## config.mk

```make
export PLATFORM = sky130hd
export DESIGN_NAME = avg_result_sink
export DESIGN_NICKNAME = d
export VERILOG_FILES = /design/src/rtl/avg_result_sink.sv
export SDC_FILE = /design/constraint.sdc
export NUM_CORES = 1
export LEC_CHECK = 0
export ABC_AREA = 1
export CORE_MARGIN = 5
export CORE_UTILIZATION = 30
export CTS_CLUSTER_SIZE = 30
export DETAILED_ROUTE_END_ITERATION = 10
export PLACE_DENSITY_LB_ADDON = 0.08
export SETUP_SLACK_MARGIN = 0.15
export SYNTH_ARGS = -nofsm -noshare
export SYNTH_HDL_FRONTEND = slang
export SYNTH_SLANG_ARGS = --single-unit
```

## constraint.sdc

```tcl
create_clock -name clk -period 4.3 [get_ports clk]
set_clock_uncertainty 0.2 [all_clocks]
set_input_delay 0.43 -clock clk [delete_from_list [all_inputs] [get_ports clk]]
set_output_delay 0.43 -clock clk [all_outputs]
set_load 0.05 [all_outputs]
```

## src/rtl/avg_result_sink.sv

```systemverilog
// avg_result_sink: result-side sink for the three-operand averaging pipeline.
// Tracks in-flight launches, captures each avg into a FIFO, serves it ready/valid.
module avg_result_sink #(
    parameter int WIDTH = 8,
    parameter int LAT   = 3,
    parameter int DEPTH = 4
) (
    input  logic                     clk,
    input  logic                     rst,
    input  logic                     in_valid,
    input  logic [WIDTH-1:0]         avg_in,
    output logic                     out_valid,
    input  logic                     out_ready,
    output logic [WIDTH-1:0]         out_data,
    output logic [$clog2(DEPTH):0]   level,
    output logic [15:0]              count,
    output logic                     overflow
);

    localparam int AW = $clog2(DEPTH);

    logic [LAT-1:0]   r_vsr;
    logic [AW:0]      r_wr_ptr;
    logic [AW:0]      r_rd_ptr;
    logic [WIDTH-1:0] r_mem [DEPTH];
    logic [15:0]      r_count;
    logic             r_overflow;

    logic [AW:0]      w_level;
    logic             w_empty;
    logic             w_full;
    logic             w_push_req;
    logic             w_pop;
    logic             w_push;
    logic             w_drop;

    // Occupancy comes from the pointer difference; the extra wrap bit
    // separates full from empty when the index bits coincide.
    assign w_level    = r_wr_ptr - r_rd_ptr;
    assign w_empty    = (r_wr_ptr == r_rd_ptr);
    assign w_full     = (r_wr_ptr[AW] != r_rd_ptr[AW]) &&
                        (r_wr_ptr[AW-1:0] == r_rd_ptr[AW-1:0]);
    assign w_push_req = r_vsr[LAT-1];
    assign w_pop      = !w_empty && out_ready;
    // A pop on the same edge frees the slot the push will land in.
    assign w_push     = w_push_req && (!w_full || w_pop);
    assign w_drop     = w_push_req && w_full && !w_pop;

    assign out_valid  = !w_empty;
    assign out_data   = r_mem[r_rd_ptr[AW-1:0]];
    assign level      = w_level;
    assign count      = r_count;
    assign overflow   = r_overflow;

    // Launch tags travel alongside the operands through the pipeline.
    always_ff @(posedge clk or posedge rst) begin
        if (rst) begin
            r_vsr <= '0;
        end else begin
            r_vsr[0] <= in_valid;
            for (int i = 1; i < LAT; i++) begin
                r_vsr[i] <= r_vsr[i-1];
            end
        end
    end

    // FIFO storage: capture avg_in at the write pointer on an accepted push.
    always_ff @(posedge clk or posedge rst) begin
        if (rst) begin
            for (int i = 0; i < DEPTH; i++) begin
                r_mem[i] <= '0;
            end
        end else if (w_push) begin
            r_mem[r_wr_ptr[AW-1:0]] <= avg_in;
        end
    end

    // Write pointer advances once per accepted push.
    always_ff @(posedge clk or posedge rst) begin
        if (rst) begin
            r_wr_ptr <= '0;
        end else if (w_push) begin
            r_wr_ptr <= r_wr_ptr + 1'b1;
        end
    end

    // Read pointer advances once per downstream transfer.
    always_ff @(posedge clk or posedge rst) begin
        if (rst) begin
            r_rd_ptr <= '0;
        end else if (w_pop) begin
            r_rd_ptr <= r_rd_ptr + 1'b1;
        end
    end

    // Accepted-result counter, pinned at all-ones once it gets there.
    always_ff @(posedge clk or posedge rst) begin
        if (rst) begin
            r_count <= '0;
        end else if (w_push && (r_count != 16'hFFFF)) begin
            r_count <= r_count + 16'd1;
        end
    end

    // Sticky drop indicator; only reset clears it.
    always_ff @(posedge clk or posedge rst) begin
        if (rst) begin
            r_overflow <= 1'b0;
        end else if (w_drop) begin
            r_overflow <= 1'b1;
        end
    end

endmodule

```

==> results.md, run 1 <==
- Fin. max-slew vios: 0
- Arrival time worst endpoint: between 2 and 3 ns
- GP Congestion: 0.819
- VDD IR max: 420 uV
- DRC Markers: 0
- Hold_ws: roughly 0.15 ns
- Area leader, netlist: dfrtp_1
- Post-synth top area share: 0.479
- GRT Total Usage: 0.124
- Critical path fanouts, max: 11
- Post-CTS Hold Buffers: 0
- H-tree depth: 3
- Core Area: 9820 sq um
- Hold crit path type: flop to flop
- Drt wl/cell: 13.4 um
- Ys async rst share: 1.00
- Area Overhead vs Synth: 22.8%
- Bufs and invs on worst path: 3
- Finish-stage setup viols: 0
- Slew headroom: 0.414
- PD cells: 868 nW/um^2
- Area share of fa/ha/maj cells after synthesis: 0.0396
- Routed Wire Length: 7250 um
- Pin count of the biggest net entering global routing: 43
- CTS tree: built
- Top delay family on crit path: buffers and inverters
- Period Utilization, post-route: 0.764
- Die Width: 111 um
- Fill count: roughly 1100
- Vias in the first global route: 2471
- Slowest CP cell: clkdlybuf4s50_1
- CTS sink cnt: slightly below 60
- Antenna viol nets, final: 0
- Total power: about 3.2 mW
- Chip Height: 111 um
- DP Wirelength: 5120 um
- Critical Path Most Common Cell: nand2_1
- # diodes: 0
- Yosys reg bits: 58
- CP Class: flop to primary output
- Worst EP required: 3.67 ns
- Synth Area per Inst: 8.46 sq um
- Initial Util: 0.309
- Commonest register cell after synthesis: dfrtp_1
- I/O pin total: 41
- Syn Std Cell Area: slightly above 3000 sq um
- Setup Buffers After CTS: 0
- Crit-path max cell delay: roughly 0.8 ns
- Initial DRC Count: 70
- Vias per inst: 4.51
- Slew @ Worst Pin: roughly 0.9 ns
- Synth Area in Compound Gates: 0.150
- Clock latency on the worst-skew pair: ~0.33 ns
- Min Tclk post-route: 3.29 ns
- Root buf cell: clkbuf_8
- First-pass GRT wire length: 12400 um
- Largest family of logic cells by synthesized area: simple AND/OR/NAND/NOR gates
- Synth Area in Simple Gates: 0.241
- Mux cell area share after synthesis: 0
- Register area share after synthesis: 0.479
- Hold Fails Final Rpt: 0
- Clock-pin transition on the worst setup and hold timing paths: 0.07 ns
- Critical Path Sink Type: primary output
- RSZ-0062 raised after global routing: false
- Post-CTS sizing: 0
- Unique cell type count in the Yosys netlist: 25
- Finished Layout Cells: 540
- Synth top cells by count: nand2_1, dfrtp_1, inv_1, nor2_1, o21ai_2
- Main area contributors after synthesis: dfrtp_1, nand2_1, o21ai_2
- Mapped Cells: around 360
- Outcome: finished, final reports clean
- Max Fclk: about 300 MHz
- Overflow after GRT: 0
- PortBufs: 40
- Max Buffers Root-to-Sink: 2
- First-pass DRT Iterations: 4
- Most common cell in the synthesized netlist: nand2_1
- Fin Setup TNS: 0 ns
- CP Cell Sequence: clkinv_1, ha_1, nand2_1, inv_1, nand2_1, clkdlybuf4s50_1
- Xor and xnor fraction of the mapped netlist area: 0.0231
- Inst Count DP: about 530
- Syn_nets: 379
- Layout cells sized above 1: 0.130
- Total vias in the final route: around 2400
- Leak: 1.71 nW
- Num CTS Buffers: 9
- Post-synth EDFFs: 0
- Startpoint type of the worst setup path: flop
- Die Area: about 12000 sq um
- Max cap viols: 0
- Row Count: 36
- Final #Nets: 424
- Initial antenna violation count: 0
- Warnings from Yosys: 0
-- cells by family (layout without fill, tap and decap cells) --
logic type | Yosys count | after routing
AOI/OAI and AO/OA | 69 | 69
xor gates and xnor gates | 8 | 8
adders and majority gates | 9 | 9
buffers and inverters | 42 | 91
DFF | 58 | 58
and+or+nand+nor | 172 | 172
-- state kept, by name, summed over array words and instances (netlist names) --
signal / cells
count: 16
overflow: 1
r_mem: 32
r_rd_ptr: 3
r_vsr: 3
r_wr_ptr: 3
-- layer usage --
metal  track usage  wire [um]  vias to the layer above
li1              -          -                     1252
met1         0.156       3420                     1130
met2         0.202       3410                       44
met3        0.0421        274                       12
met4        0.0369        142                        0
met5             0          0                        -
-- through the flow --
step	util	setup WS (ns)	instance area (sq um)
final	0.379	1.01	3720
after global routing	0.379	0.843	3720
after CTS	0.379	0.957	3720
after detailed placement	0.360	1.35	3540
after global placement	0.360	1.39	3540
after floorplan	-	1.88	3030
-- layout make-up --
| class | count | area [sq um] | area share |
|---|---|---|---|
| well taps | 133 | 166 | 0.0447 |
| inverters | 34 | 128 | 0.0343 |
| multi-input cells | 258 | 1380 | 0.370 |
| repair buffers | 42 | 415 | 0.112 |
| flip-flops and latches | 58 | 1450 | 0.390 |
| clock inverters | 3 | 40.0 | 0.0108 |
| clock buffers | 12 | 145 | 0.0390 |
-- layout by cell type (no fill, tap or decap), drive strengths merged --
cell type / instances
a21oi: 1
buf: 2
bufinv: 1
clkbuf: 12
clkdlybuf4s50: 40
clkinv: 3
dfrtp: 58
fa: 1
ha: 8
inv: 33
nand2: 117
nand3: 12
nand4: 6
nor2: 36
o21ai: 59
o21bai: 1
o22ai: 8
or2: 1
xor2: 8
-- report_power, final --
part	switching [mW]	leakage, nW	internal (mW)
sequential	0.210	0.732	0.765
clock	0.215	0.0962	0.279
combinational	1.17	0.880	0.588
total	1.60	1.71	1.63
-- final timing paths --
path	startpoint	to	slack, ns	cells after the start
max in group asynchronous	rst	count[8]$_DFFE_PP0P_	2.73	3
max	r_rd_ptr[1]$_DFFE_PP0P_	out_valid	1.01	6
max reg2reg	r_rd_ptr[1]$_DFFE_PP0P_	count[8]$_DFFE_PP0P_	1.53	10
min reg2reg	r_vsr[0]$_DFF_PP0_	r_vsr[1]$_DFF_PP0_	0.15	0
min	r_vsr[0]$_DFF_PP0_	r_vsr[1]$_DFF_PP0_	0.15	0
min in group asynchronous	rst	r_vsr[2]$_DFF_PP0_	0.40	2
No activity file was read; power rests on OpenSTA's default activity.
==> run 2, diff against run 1 <==
==> constraint.sdc (replaced) <==
create_clock -name clk -period 3.2 [get_ports clk]
set_clock_uncertainty 0.2 [all_clocks]
set_input_delay 0.32 -clock clk [delete_from_list [all_inputs] [get_ports clk]]
set_output_delay 0.32 -clock clk [all_outputs]
set_load 0.05 [all_outputs]
==> run 2 against run 1 <==
- clock power grew 52%
- via count grew 0.53%
- die area is the same
- setup slack lost 0.70 ns
==> results.md, run 2 (same netlist as run 1, synthesis figures left out) <==
- Outcome: finished, final reports clean
- Final WS setup: 0.313 ns
- Row Count: 36
- Initial DRC Count: 50
- Root buf cell: clkbuf_8
- Most flops, register: r_mem
- Seq pwr share: 0.282
- Leak: 1.75 nW
- Post-CTS Hold Buffers: 0
- Int Pwr: 2.30 mW
- CTS sink cnt: 58
- Routed Wire Length: 7230 um
- Die Width: between 100 and 150 um
- CTS tree: built
- Clock-pin transition on the worst setup and hold timing paths: 0.06 ns
- DP Wirelength: 5190 um
- Die Area: ~12000 sq um
- Fin. max-slew vios: 0
- Chip Height: 111 um
- DRC Markers: 0
- Worst slack, placed: approximately 0.57 ns
- Worst EP required: 2.68 ns
- Hold Fails Final Rpt: 0
- Initial Util: 0.309
- RSZ-0062 raised after global routing: false
- Min Tclk post-route: between 2 and 3 ns
- Max cap viols: 0
- CP Class: flop to primary output
- Total vias in the final route: 2451
- Hold crit path type: input port to asynchronous set/reset pin
- Critical Path Sink Type: primary output
- Critical path fanouts, max: 10
- H-tree depth: 3
- Sw frac: 0.483
- VDD IR max: 594 uV
- Fill count: 1063
- Pin count of the biggest net entering global routing: 23
- Startpoint type of the worst setup path: flop
- # diodes: 0
- Most frequent cells in the layout: nand2_1, dfrtp_1, clkdlybuf4s50_1
- Max Buffers Root-to-Sink: 2
- Vias in the first global route: 2417
- Arrival time worst endpoint: 2.37 ns
- Finish-stage setup viols: 0
- Initial antenna violation count: 0
- Layout cells sized above 1: 0.143
- I/O pin total: 41
- First-pass GRT wire length: 12300 um
- Vias per inst: about 4.5
- Area Overhead vs Synth: 25.0%
- Fin Setup TNS: 0 ns
- Setup Buffers After CTS: 0
- Drt wl/cell: between 10 and 15 um
- Num CTS Buffers: 9
- Max Fclk: ~350 MHz
- Slowest CP cell: clkdlybuf4s50_1
- Multi-input logic area: 1380 sq um
- Final #Nets: ~430
- CP Cell Sequence: clkinv_1, ha_1, nand2_1, inv_1, nand2_1, clkdlybuf4s50_1
- Slew headroom: 0.657
- Largest register FFs: 32
- Worst reg2reg startpoint: r_rd_ptr[1]$_DFFE_PP0P_
- Clock latency on the worst-skew pair: 0.33 ns
- PD cells: roughly 1200 nW/um^2
- Commonest non-fill, non-tap cell in the layout: nand2_1
- Period Utilization, post-route: 0.902
- First-pass DRT Iterations: 4
- Critical Path Most Common Cell: nand2_1
- Core Area: between 9000 and 10000 sq um
- Reg area: 1450 sq um
- Antenna viol nets, final: 0
- Post-CTS sizing: 0
- NetSw: 2.15 mW
- Crit-path max cell delay: about 0.80 ns
- Clock share of power: 0.168
- Logic pwr share: 0.549
- GP Congestion: 0.734
- R2r worst-path depth: 10
- GRT Total Usage: 0.124
- FF-to-FF End: count[12]$_DFFE_PP0P_
- Overflow after GRT: 0
- R2R Setup Slk: about 0.82 ns
- Slew @ Worst Pin: 0.513 ns
- PortBufs: 40
-- run 2: cell types whose count changed in the layout (fill, tap and decap cells not counted) --
cell and change:
dlymetal6s2s_1 +1, buf_4 +4, clkdlybuf4s50_1 -1, clkbuf_1 -1
bufinv_16 +1, clkinvlp_4 +1
-- run 2: stage by stage --
stage	instance area, sq um	std cells	utilization	hold WS (ns)	power, mW
5_1_grt	3790	545	0.386	0.133	4.78
6_report	3790	545	0.386	0.115	4.44
3_3_place_gp	3570	529	0.363	0.134	3.74
4_1_cts	3790	545	0.386	0.113	4.52
2_1_floorplan	3030	358	-	0.131	3.01
3_5_place_dp	3570	529	0.363	0.136	3.75
-- run 2: how the worst max path moves through the flow --
| stage | endpoint | cells after the start | start | slack (ns) |
|---|---|---|---|---|
| 6_report | out_valid | 6 | r_rd_ptr[1]$_DFFE_PP0P_ | 0.31 |
| 4_1_cts | level[2] | 5 | r_wr_ptr[0]$_DFFE_PP0P_ | 0.19 |
| 3_5_place_dp | level[2] | 5 | r_wr_ptr[0]$_DFFE_PP0P_ | 0.57 |
| 5_1_grt | out_valid | 6 | r_rd_ptr[1]$_DFFE_PP0P_ | 0.17 |
| 2_1_floorplan | level[2] | 4 | r_wr_ptr[0]$_DFFE_PP0P_ | 0.89 |
| 3_3_place_gp | level[2] | 5 | r_wr_ptr[0]$_DFFE_PP0P_ | 0.60 |
-- run 2: worst max-delay path, delay by kind of cell, from the launching register on --
kind,cells,cell delay (ns)
and+or+nand+nor,2,0.17
DFF,1,0.35
buffers and inverters,3,1.13
adders and majority gates,1,0.39
-- run 2: area by class of cell --
type,instances,share of cell area
Inverter,34,0.0337
Clock buffer,11,0.0373
Multi-Input combinational cell,258,0.363
Timing Repair Buffer,46,0.118
Clock inverter,5,0.0205
Sequential cell,58,0.383
Tap cell,133,0.0439
-- run 2: metal layers --
metal | vias to the layer above | GRT usage | wire, um
met5 | - | 0 | 0
met4 | 0 | 0.0394 | 68
met3 | 5 | 0.0394 | 292
met2 | 40 | 0.191 | 3330
met1 | 1153 | 0.167 | 3540
li1 | 1253 | - | -
-- run 2: power groups by stage --
stage	logic (mW)	clock network (mW)	registers, mW
floorplan	1.55	0	1.46
global placement	2.47	0	1.27
detailed placement	2.48	0	1.27
CTS	2.49	0.772	1.26
global route	2.67	0.805	1.30
finish	2.44	0.748	1.26
==> run 3, diff against run 2 <==
--- a/config.mk
+++ b/config.mk
@@ -6,6 +6,7 @@
 export NUM_CORES = 1
 export LEC_CHECK = 0
 export ABC_AREA = 1
+export CAP_MARGIN = 5
 export CORE_MARGIN = 5
 export CORE_UTILIZATION = 30
 export CTS_CLUSTER_SIZE = 30
==> results of run 3 <==
The final DEF is identical to that of run 2; final timing and power are the same.
